$ cat src/rtl/div_iter.sv
// Radix-2 restoring divider for EX, returns {remainder, quotient}.
// Optional macro: DIV_ZERO_FAST_EN (zero divisor short-cut).
module div_iter #(
  parameter int WIDTH = 32
) (
  input  logic               clk,
  input  logic               rst,
  input  logic               signed_div_i,
  input  logic [WIDTH-1:0]   opdata1_i,
  input  logic [WIDTH-1:0]   opdata2_i,
  input  logic               start_i,
  input  logic               annul_i,
  output logic [2*WIDTH-1:0] result_o,
  output logic               ready_o,
  output logic               busy_o
);

  localparam int CW = $clog2(WIDTH + 1);

  typedef enum logic [1:0] {
    S_IDLE,
    S_BYZERO,
    S_ON,
    S_END
  } state_e;

  state_e             state_q, state_d;
  logic [CW-1:0]      cnt_q, cnt_d;
  logic [WIDTH-1:0]   rem_q, rem_d;
  logic [WIDTH-1:0]   quo_q, quo_d;
  logic [WIDTH-1:0]   dvs_q, dvs_d;
  logic               negq_q, negq_d;
  logic               negr_q, negr_d;
  logic [2*WIDTH-1:0] result_q, result_d;
  logic               ready_q, ready_d;

  logic               a_neg, b_neg;
  logic [WIDTH-1:0]   a_mag, b_mag;
  logic [WIDTH:0]     shifted, diff;
  logic [WIDTH-1:0]   q_fix, r_fix;
  logic               go;

  assign go    = start_i & ~annul_i;
  assign a_neg = signed_div_i & opdata1_i[WIDTH-1];
  assign b_neg = signed_div_i & opdata2_i[WIDTH-1];
  assign a_mag = a_neg ? -opdata1_i : opdata1_i;
  assign b_mag = b_neg ? -opdata2_i : opdata2_i;

  // quo_q doubles as the dividend shift register
  assign shifted = {rem_q, quo_q[WIDTH-1]};
  assign diff    = shifted - {1'b0, dvs_q};
  assign q_fix   = negq_q ? -quo_q : quo_q;
  assign r_fix   = negr_q ? -rem_q : rem_q;

  always_comb begin
    state_d  = state_q;
    cnt_d    = cnt_q;
    rem_d    = rem_q;
    quo_d    = quo_q;
    dvs_d    = dvs_q;
    negq_d   = negq_q;
    negr_d   = negr_q;
    result_d = result_q;
    ready_d  = ready_q;
    unique case (state_q)
      S_IDLE: begin
        if (go) begin
          cnt_d  = '0;
          rem_d  = '0;
          quo_d  = a_mag;
          dvs_d  = b_mag;
          negq_d = a_neg ^ b_neg;
          negr_d = a_neg;
`ifdef DIV_ZERO_FAST_EN
          state_d = (opdata2_i == '0) ? S_BYZERO : S_ON;
`else
          state_d = S_ON;
`endif
        end
      end
      S_BYZERO: begin
        if (annul_i) begin
          state_d  = S_IDLE;
          result_d = '0;
          ready_d  = 1'b0;
        end else if (cnt_q == CW'(1)) begin
          state_d  = S_END;
          result_d = '0;
          ready_d  = 1'b1;
        end else begin
          cnt_d = cnt_q + 1'b1;
        end
      end
      S_ON: begin
        if (annul_i) begin
          state_d  = S_IDLE;
          result_d = '0;
          ready_d  = 1'b0;
        end else if (cnt_q == CW'(WIDTH)) begin
          state_d  = S_END;
          result_d = {r_fix, q_fix};
          ready_d  = 1'b1;
        end else begin
          cnt_d = cnt_q + 1'b1;
          if (!diff[WIDTH]) begin
            rem_d = diff[WIDTH-1:0];
            quo_d = {quo_q[WIDTH-2:0], 1'b1};
          end else begin
            rem_d = shifted[WIDTH-1:0];
            quo_d = {quo_q[WIDTH-2:0], 1'b0};
          end
        end
      end
      S_END: begin
        if (!start_i) begin
          state_d  = S_IDLE;
          result_d = '0;
          ready_d  = 1'b0;
        end
      end
    endcase
  end

  always_ff @(posedge clk or posedge rst) begin
    if (rst) begin
      state_q  <= S_IDLE;
      cnt_q    <= '0;
      rem_q    <= '0;
      quo_q    <= '0;
      dvs_q    <= '0;
      negq_q   <= 1'b0;
      negr_q   <= 1'b0;
      result_q <= '0;
      ready_q  <= 1'b0;
    end else begin
      state_q  <= state_d;
      cnt_q    <= cnt_d;
      rem_q    <= rem_d;
      quo_q    <= quo_d;
      dvs_q    <= dvs_d;
      negq_q   <= negq_d;
      negr_q   <= negr_d;
      result_q <= result_d;
      ready_q  <= ready_d;
    end
  end

  assign result_o = result_q;
  assign ready_o  = ready_q;
  assign busy_o   = ((state_q == S_IDLE) & go)
                  | (state_q == S_ON)
                  | (state_q == S_BYZERO);

endmodule

$ cat config.mk
export PLATFORM = sky130hd
export DESIGN_NAME = div_iter
export DESIGN_NICKNAME = d
export VERILOG_FILES = /design/src/rtl/div_iter.sv
export SDC_FILE = /design/constraint.sdc
export NUM_CORES = 1
export LEC_CHECK = 0
export CORE_MARGIN = 2
export CORE_UTILIZATION = 57
export DETAILED_ROUTE_END_ITERATION = 8
export HOLD_SLACK_MARGIN = 0.03
export PLACE_DENSITY = 0.84
export RECOVER_POWER = 100
export SYNTH_ARGS = -nofsm -noshare
export SYNTH_HDL_FRONTEND = slang
export SYNTH_SLANG_ARGS = --single-unit
export TNS_END_PERCENT = 100
$ cat constraint.sdc
create_clock -name clk -period 6.7 [get_ports clk]
set_input_delay 1.34 -clock clk [delete_from_list [all_inputs] [get_ports clk]]
set_output_delay 1.34 -clock clk [all_outputs]
set_load 0.02 [all_outputs]
### Word level (Yosys, flattened, before mapping)

Index checks and enable logic that the tools add are counted.

* $add $sub $neg: 6
* equality and inequality tests: 13
* mux-type cells: 39
* bitwise logic cells: 8
* reduce and logical (&&, ||, !) cells: 9

Operators with widths (count)
* $mux W32: 11
* $mux W64: 5
* $pmux W64 S3: 1
* $neg A32 Y32: 4
* $pmux W32 S2: 2
* $sub A33 B32 Y33: 1
* $mux W6: 5
* $pmux W6 S3: 1
* $mux W2: 6
* $ne A2 B2 Y1 const B: 6
* $reduce_and A4 Y1: 3
* $pmux W2 S4: 1
* $add A6 B1 Y6 const B: 1
* $eq A6 B1 Y1 const B: 1
* $eq A6 B6 Y1 const B: 1
* $mux W1: 6
* $ne A3 B3 Y1 const B: 2
* $reduce_and A6 Y1: 1
* $reduce_bool A3 Y1: 2
* $and A1 B1 Y1: 4
* $eq A2 B2 Y1 const B: 2
* $pmux W1 S3: 1
* $eq A2 B1 Y1 const B: 1
* $logic_not A2 Y1: 1
* 5 further kinds: 6

* flip-flop bits (word level): 171
* input bits: 69
* output and inout port bits: 66
* word-level logic and storage cells: 84

### Logic depth before layout (Yosys ltp)

Gate-level depths: netlist (run 1).

* depth after elaboration: 5
* mapped depth: 14
* depth with buffers taken out: 12

### Least setup slack after synthesis (run 1)

Ideal clock, no wire load.

* path kind: input -> register
* start: in opdata2_i[8]
* end: reg dvs_q[31]
* setup time: 0.076 ns
* arrival time: 3.601 ns
* required time: 6.624 ns
* setup slack: 3.023 ns
* stages: 9
* path buffers: 0
* cell sequence: or4_1 nor4_2 nand2_1 or3_1 or3_1 or3_1 o31ai_1 nand2_1 o21ai_1

* cells in the longest elaborated chain, start to end: 2

Ends and longest elaborated chain
* from (decl): line 10 `input logic [WIDTH-1:0] opdata2_i,`
* $neg A32 Y32: line 47 `assign b_mag = b_neg ? -opdata2_i : opdata2_i;`
* $mux W32: line 47
* to (signal assigned): line 140 `dvs_q <= dvs_d;`
* to (decl): line 31 `logic [WIDTH-1:0] dvs_q, dvs_d;`

No other way between the ends.
A chain may end at the register's enable or synchronous reset.

### Final worst setup path (run 1)

* start: reg quo_q[31]
* end: reg rem_q[25]

* cells in the longest elaborated chain, start to end: 5

Ends and longest elaborated chain
* from (decl): line 30 `logic [WIDTH-1:0] quo_q, quo_d;`
* from (signal assigned): line 139 `quo_q <= quo_d;`
* $sub A33 B32 Y33: line 51 `assign diff = shifted - {1'b0, dvs_q};`
* $mux W32: line 105 `if (!diff[WIDTH]) begin`
* $mux W32: line 99 `end else if (cnt_q == CW'(WIDTH)) begin`
* $mux W32: line 95 `if (annul_i) begin`
* $pmux W32 S2: line 65 `unique case (state_q)`
* to (signal assigned): line 138 `rem_q <= rem_d;`
* to (decl): line 29 `logic [WIDTH-1:0] rem_q, rem_d;`

No other way between the ends. The select of a mux whose other input is x is not followed.

==> flow_metrics.tcl, run 1 <==
set metrics [dict create \
    status "complete, but fails checks" \
    failed_checks "capacitance limit, slew limit" \
    multi_input_area_sq_mm 0.00648 \
    cts_setup_buffers 0 \
    cts_sinks 171 \
    fill_cells 1578 \
    p_per_area_mw_per_mm2 495 \
    drt-pass1-iter-count 5 \
    drtIter0Drc 806 \
    synthAdderAreaFrac_pct 5.20 \
    hold-worst-slack_ns 0.473 \
    period_minus_slack_ns 5.02 \
    grt_pass1_vias 9027 \
    fmax_ghz 0.199 \
    critPathLaunchType "register" \
    synth_area_sq_mm 0.0112 \
    final.setup.tns_ns 0 \
    grt_max_degree 123 \
    synthSimpleGateAreaFrac_pct 17.3 \
    wl_met2_microns 12400 \
    worstHoldPathCells 2 \
    wl_per_cell_microns 16.2 \
    start_util_pct 57.8 \
    diodes 0 \
    layout.area.seq_sq_mm 0.00428 \
    yosysWarnings 0 \
    synth_fp_nets 1438 \
    r2r_cells 14 \
    routed.top_layer "met4" \
    route.detailed.drc 0 \
    grt_antenna_before_repair 0 \
    htreeDepth 4 \
    die_w_microns 144 \
    crit_required_ns 6.99 \
    final_common_cell "nand2_1" \
    grt_overflow_total 0 \
    fin_cells 1697 \
    synth_top_family_by_area "compound AO/OA/AOI/OAI gates" \
    core.rowCount 51 \
    ys_async_sr_fraction_pct 100 \
    dpl.hpwl_microns 20200 \
    drv_cap 4 \
    final_cell_mix "nand2_1 (199), o21ai_0 (195), dfrtp_1 (171)" \
    cts_buffer_depth 2 \
    coreArea_sq_mm 0.0194 \
    tritoncts "built" \
    numPortBuffers 134 \
    slew_violations 289 \
    rsz0062_at_grt "no" \
    hold_viol 0 \
    die_area_sq_mm 0.0208 \
    grt_pass1_wl_microns 44800 \
    finClkSkew_ns 0.0113 \
    syn_inst 1323 \
    ys_ff_latch 171 \
    cts_resized 0 \
    track_usage_pct 27.1 \
    area_growth_pct 18.1 \
    synth_compound_area_share_pct 23.2 \
    synth-edff-count 0 \
    vias_per_cell 5.95 \
    wl_met3_microns 1880 \
    synthMuxAreaShare_pct 0.927 \
    final_antenna_net_count 0 \
    synthXorXnorAreaFrac_pct 11.2 \
    clkSlewWorstSetupHoldPaths_ns 0.07 \
    period_share_pct 74.9 \
    cts_buffers 17 \
    synth_flop_cell "dfrtp_1" \
    critical_path.max_fanout 37 \
    slew_headroom_pct -75.3 \
    clk_latency_ns 0.44 \
    io_pins 135 \
    die_height_microns 144 \
    drive_gt1_share_pct 4.33 \
    ys_seq_area_share_pct 38.2 \
    end_kind "register" \
    root_buffer "clkbuf_16" \
    p_leak_uw 0.00588 \
    avgSynthCellArea_sq_um 8.47 \
    critPathArrivalTime_ns 5.32 \
    wl_met1_microns 12700 \
    nets 1534 \
    setup_violations 0 \
    cts_hold_buffers 0 \
    drt_wl_total_microns 27600 \
    crit_type "reg -> reg" \
    tightest_slew_ns 2.63 \
    peakVddDrop_mv 0.312 \
    r2r_slack_ns 1.68 \
    vias 10091 \
    hp-class "reg -> reg" \
    gp_congestion 1.01 \
    dp.cells 1665 \
    synth_cell_types 65 \
]
==> worst max-delay path: stages, from the launching register on <==
cell,delay [ns]
dfrtp_1,0.44
inv_1,0.07
ha_1,0.21
fa_1,0.39
nand2b_1,0.19
a21o_1,0.19
a31oi_1,0.37
a211oi_1,0.21
or4b_1,0.56
a31oi_1,0.29
xnor2_2,0.14
clkbuf_1,1.19
or2_0,0.21
buf_4,0.27
o211ai_1,0.15
==> layout make-up <==
type | count | share of cell area (%)
tap | 265 | 2.51
clock inverter | 14 | 1.01
multi-input combinational | 1038 | 49.0
inverter | 49 | 1.42
clock buffer | 18 | 3.24
timing repair buffer | 142 | 10.5
sequential | 171 | 32.3
==> routing by layer <==
layer,track usage [%],vias to the layer above
met2,40.9,375
li1,-,4892
met3,5.23,53
met1,39.1,4771
met5,0,-
met4,9.45,0
==> cell families (layout without fill, tap and decap cells) <==
kind of cell / count (synthesis) / count (layout)
multiplexers: 10 / 10
buffers and inverters: 114 / 223
flip-flops: 171 / 171
XOR/XNOR: 143 / 143
adder cells (fa/ha/maj): 46 / 46
AND/OR/NAND/NOR: 408 / 408
AO/OA/AOI/OAI: 431 / 431
==> report_power, final <==
part,internal (uW),switching [uW]
sequential,1460,513
clock,489,451
combinational,1460,2180
total,3400,3150
==> state kept, by name, summed over array words and instances (netlist names) <==
name and count:
result_o 64, dvs_q 32, quo_q 32, rem_q 32, cnt_q 6, state_q 2, negq_q 1, negr_q 1
ready_o 1
==> per-stage QoR <==
| step | power, uW | setup WS (ns) | utilization, % | cell area [sq um] |
|---|---|---|---|---|
| after floorplan | 4560 | 0.728 | - | 11200 |
| after global placement | 5540 | 2.13 | 65.4 | 12700 |
| after detailed placement | 5670 | 2.17 | 65.4 | 12700 |
| after CTS | 6630 | 2.16 | 68.3 | 13300 |
| after global routing | 7060 | 1.37 | 68.2 | 13200 |
| final | 6550 | 1.68 | 68.2 | 13200 |
==> cell usage after synthesis, types with 11 or more instances <==
cell      count  area share, %
a21o_1       20            1.3
a21oi_1      87            3.9
a32oi_1      23            1.8
clkbuf_1     60            2.0
dfrtp_1     171             38
ha_1         45            5.0
inv_1        49            1.6
nand2_1     199            6.7
nand2b_1     21            1.2
nand3_1      14           0.63
nor2_1       65            2.2
nor3_1       16           0.71
o21ai_0     172            7.7
o21ai_1      24            1.1
o31ai_1      44            2.9
o41ai_1      11           0.86
or3_1        23            1.3
or4_1        12           0.80
xnor2_1      52            4.1
xor2_1       91            7.1
==> final timing paths <==
kind,from,end
worst max-delay path,quo_q[31],rem_q[25]
worst min-delay path,result_o[52],result_o[52]
worst max register to register,quo_q[31],rem_q[25]
worst min register to register,result_o[52],result_o[52]
max in group asynchronous,rst,result_o[0]
min in group asynchronous,rst,cnt_q[3]
Power figures use the tool's default switching activity.
==> run 2, diff against run 1 <==
CORE_UTILIZATION = 52   (was 57)
PLACE_DENSITY = 0.81   (was 0.84)
clock period = 4.1 ns   (was 6.7 ns; I/O delays follow)
==> run 2 against run 1 <==
Die area grew 9.3%. Worst setup slack lost 1.4 ns. Non-clock buffer count grew 15. Largest cell class unchanged. The run still ends with capacitance limit, slew limit left.
==> flow_metrics.tcl, run 2 (synthesized netlist as in run 1, its figures left out) <==
set metrics [dict create \
    status "complete, but fails checks" \
    failed_checks "capacitance limit, slew limit" \
    cts_resized 0 \
    slew_headroom_pct -59.6 \
    crit_required_ns 4.44 \
    io_pins 135 \
    p_leak_uw 0.00595 \
    r2r_start "quo_q[31]" \
    layout.area.seq_sq_mm 0.00428 \
    tritoncts "built" \
    setup_violations 0 \
    p_int_uw 5640 \
    hp-class "reg -> reg" \
    period_share_pct 92.9 \
    drv_cap 5 \
    period_minus_slack_ns 3.81 \
    gp_congestion 0.912 \
    grt_max_degree 78 \
    final_cell_mix "nand2_1 (199), o21ai_0 (194), dfrtp_1 (171)" \
    numPortBuffers 134 \
    track_usage_pct 25.7 \
    cts_buffers 17 \
    whs_endpoint "result_o[36]" \
    post-route-util_pct 63.3 \
    area_growth_pct 19.2 \
    grt_overflow_total 0 \
    vias 10164 \
    final.setup.tns_ns 0 \
    dpl.hpwl_microns 21800 \
    tightest_slew_ns 2.39 \
    hold_viol 0 \
    core.rowCount 53 \
    route.detailed.drc 0 \
    r2r_slack_ns 0.29 \
    cp-startpoint "quo_q[31]" \
    largest_register_ffs 64 \
    root_buffer "clkbuf_16" \
    placed_cell_area_sq_mm 0.0129 \
    cts_hold_buffers 0 \
    vias_per_cell 5.90 \
    finClkSkew_ns 0.0120 \
    pwr-share-comb_pct 56.6 \
    drt_wl_total_microns 28600 \
    rsz0062_at_grt "no" \
    clk_latency_ns 0.44 \
    seq_power_share_pct 29.1 \
    cts_setup_buffers 0 \
    setup_ws_ns 0.290 \
    p_clk_share_pct 14.3 \
    worst_r2r_endpoint "rem_q[27]" \
    start_util_pct 53.1 \
    wl_per_cell_microns 16.6 \
    clkSlewWorstSetupHoldPaths_ns 0.07 \
    cts_sinks 171 \
    coreArea_sq_mm 0.0211 \
    min_from "result_o[36]" \
    critPathArrivalTime_ns 4.15 \
    worstHoldPathCells 2 \
    multi_input_area_sq_mm 0.00648 \
    critical_path.max_fanout 19 \
    die_w_microns 151 \
    drtIter0Drc 752 \
    die_area_sq_mm 0.0227 \
    cts_buffer_depth 2 \
    grt_pass1_vias 9520 \
    r2r_cells 13 \
    nets 1549 \
    fmax_ghz 0.262 \
    die_height_microns 151 \
    final_antenna_net_count 0 \
    fill_cells 1779 \
    crit_type "reg -> reg" \
    final_cell_area_sq_mm 0.0134 \
    peakVddDrop_mv 0.380 \
    final_common_cell "nand2_1" \
    diodes 0 \
    end_kind "register" \
    grt_pass1_wl_microns 46700 \
    p_switching_uw 5230 \
    drive_gt1_share_pct 4.91 \
    p_per_area_mw_per_mm2 814 \
    switching_share_pct 48.1 \
    slew_violations 260 \
    critPathLaunchType "register" \
    dpl_worst_slack_ns 0.262 \
    drt-pass1-iter-count 6 \
    grt_antenna_before_repair 0 \
    htreeDepth 4 \
]
## run 2: cell count changes in the layout (fill, tap and decap cells not counted), moves of 3 or more
cell / change
inv_8: +3
clkdlybuf4s50_1: +4
buf_4: +7
clkbuf_1: +4
dlygate4sd3_1: -4
## run 2: metrics by stage
stage / std cells / power (uW) / hold slack (ns)
after floorplan: 1323 / 7460 / 0.450
after global placement: 1690 / 9230 / 0.462
after detailed placement: 1690 / 9410 / 0.469
after CTS: 1722 / 11000 / 0.484
after global routing: 1722 / 11700 / 0.496
final: 1722 / 10900 / 0.471
## run 2: power groups by stage
stage / registers (uW) / clock network (uW) / logic [uW]
CTS: 3160 / 1580 / 6280
finish: 3170 / 1550 / 6150
global route: 3260 / 1640 / 6840
detailed placement: 3190 / 0 / 6230
floorplan: 3230 / 0 / 4230
global placement: 3130 / 0 / 6090
## run 2: area by class of cell
class                           instances  area share, %
Timing Repair Buffer                  157           11.2
Clock inverter                         14          0.993
Multi-Input combinational cell       1038           48.5
Sequential cell                       171           32.0
Tap cell                              275           2.58
Clock buffer                           18           3.29
Inverter                               49           1.39
## run 2: critical path, stage by stage, from the launching register on
cell	delay, ns
dfrtp_1	0.41
inv_1	0.06
ha_1	0.23
fa_1	0.42
nand2b_1	0.18
a21o_1	0.17
a31oi_1	0.22
a211oi_1	0.14
or4b_1	0.54
a31oi_1	0.28
xnor2_2	0.31
clkbuf_2	0.45
a32oi_1	0.16
o21ai_0	0.13
## run 2: how the worst max path moves through the flow
stage / to / depth (start not counted)
after detailed placement: dvs_q[31] / 10
final: rem_q[27] / 13
after floorplan: rem_q[0] / 13
after global placement: dvs_q[31] / 10
after global routing: rem_q[18] / 13
after CTS: rem_q[8] / 13
## run 2: metal layers
| metal | vias to the layer above | share of wire (%) | track usage (%) |
|---|---|---|---|
| met5 | - | 0 | 0 |
| met4 | 0 | 1.2 | 6.26 |
| met3 | 31 | 6.3 | 3.86 |
| met2 | 369 | 46 | 41.6 |
| met1 | 4816 | 46 | 36.6 |
| li1 | 4948 | - | - |
==> run 3, diff against run 2 <==
CORE_MARGIN = 1   (was 2)
==> run 3 against run 2 <==
Clock power is 5% higher. Largest power group unchanged. Sequential share of layout area about the same. The flow still finishes with violations (capacitance limit, slew limit). Final cell count down 0.23%. First-iteration DRC count shrank 6.6%. Design area about the same. Combinational power about the same.
==> flow_metrics.tcl, run 3 (synthesized netlist as in run 1, its figures left out) <==
set metrics [dict create \
    dpl_worst_slack_ns 0.209 \
    end_kind "register" \
    diodes 0 \
    track_usage_pct 26.2 \
    placed_cell_area_sq_mm 0.0128 \
    area_growth_pct 19.1 \
    peakVddDrop_mv 0.521 \
    period_minus_slack_ns 3.79 \
    status "complete, but fails checks" \
    htreeDepth 4 \
    period_share_pct 92.4 \
    drt_wl_total_microns 28300 \
    cts_buffer_depth 2 \
    grt_pass1_wl_microns 46100 \
    p_leak_uw 0.00595 \
    largest_register_ffs 64 \
    vias 10057 \
    setup_violations 0 \
    grt_overflow_total 0 \
    nets 1545 \
    failed_checks "capacitance limit, slew limit" \
    multi_input_area_sq_mm 0.00648 \
    drive_gt1_share_pct 5.06 \
    final_antenna_net_count 0 \
    slew_violations 258 \
    gp_congestion 0.910 \
    core.rowCount 53 \
    tritoncts "built" \
    hp-class "reg -> reg" \
    cts_setup_buffers 0 \
    post-route-util_pct 63.3 \
    numPortBuffers 134 \
    clk_latency_ns 0.44 \
    p_per_area_mw_per_mm2 819 \
    vias_per_cell 5.85 \
    fmax_ghz 0.264 \
    cts_hold_buffers 0 \
    cts_resized 0 \
    clkSlewWorstSetupHoldPaths_ns 0.07 \
    rsz0062_at_grt "no" \
    finClkSkew_ns 0.00930 \
    slew_headroom_pct -55.8 \
    grt_antenna_before_repair 0 \
    coreArea_sq_mm 0.0211 \
    root_buffer "clkbuf_16" \
    final.setup.tns_ns 0 \
    die_area_sq_mm 0.0221 \
    die_w_microns 149 \
    io_pins 135 \
    grt_pass1_vias 9192 \
    drt-pass1-iter-count 5 \
    cts_buffers 17 \
    dpl.hpwl_microns 21000 \
    hold_viol 0 \
    drv_cap 2 \
    start_util_pct 53.1 \
    final_cell_area_sq_mm 0.0133 \
    power.total_uw 10900 \
    crit_required_ns 4.42 \
    die_height_microns 149 \
    critical_path.max_fanout 11 \
    final_cell_mix "nand2_1 (199), o21ai_0 (195), dfrtp_1 (171)" \
    critPathLaunchType "register" \
    fill_cells 1806 \
    final_common_cell "nand2_1" \
    drtIter0Drc 702 \
    grt_max_degree 172 \
    critPathArrivalTime_ns 4.11 \
    crit_type "reg -> reg" \
    tightest_slew_ns 2.34 \
    cts_sinks 171 \
    setup_ws_ns 0.311 \
    wl_per_cell_microns 16.5 \
    layout.area.seq_sq_mm 0.00428 \
    route.detailed.drc 0 \
]
-- run 3: changes by cell type in the layout (fill, tap and decap cells not counted), moves of 2 or more --
| cell | before | now |
|---|---|---|
| buf_4 | 11 | 13 |
| clkbuf_1 | 7 | 2 |
| clkdlybuf4s50_1 | 66 | 62 |
| dlygate4sd3_1 | 68 | 72 |
| inv_6 | 2 | 4 |
-- run 3: worst max-delay path: stages (launching register included) --
cell,delay (ns)
dfrtp_1,0.51
ha_1,0.45
a21oi_1,0.22
o21ai_0,0.18
or3_1,0.40
a211oi_1,0.36
or4b_1,0.21
a31oi_1,0.11
xnor2_1,0.61
buf_4,0.30
nor3_1,0.06
a221o_1,0.26
-- run 3: final timing paths --
path,startpoint,endpoint,slack [ns],depth (start not counted)
min in group asynchronous,rst,quo_q[10],1.60,3
setup reg to reg,rem_q[22],rem_q[1],0.31,11
max in group asynchronous,rst,result_o[14],0.91,3
hold reg to reg,result_o[39],result_o[39],0.47,2
setup / recovery,rem_q[22],rem_q[1],0.31,11
hold / removal,result_o[39],result_o[39],0.47,2
-- run 3: stage by stage --
step	instances	hold WS, ns
after detailed placement	1686	0.465
final	1718	0.474
after global routing	1718	0.496
after global placement	1686	0.462
after CTS	1718	0.480
after floorplan	1323	0.450
-- run 3: metal layers --
| metal | global-route usage [%] | wire (microns) |
|---|---|---|
| met1 | 38.6 | 13500 |
| met2 | 40.5 | 12700 |
| met3 | 3.43 | 1700 |
| met4 | 7.24 | 388 |
| met5 | 0 | 0 |
-- run 3: power breakdown --
part | internal, uW | switching, uW | total, uW
registers | 2380 | 765 | 3150
logic | 2440 | 3710 | 6150
clock network | 879 | 749 | 1630
-- run 3: layout make-up --
type	count	share of cell area, %
flip-flops and latches	171	32.1
well taps	275	2.58
repair buffers	153	11.0
clock inverters	14	1.13
inverters	49	1.41
multi-input cells	1038	48.5
clock buffers	18	3.29
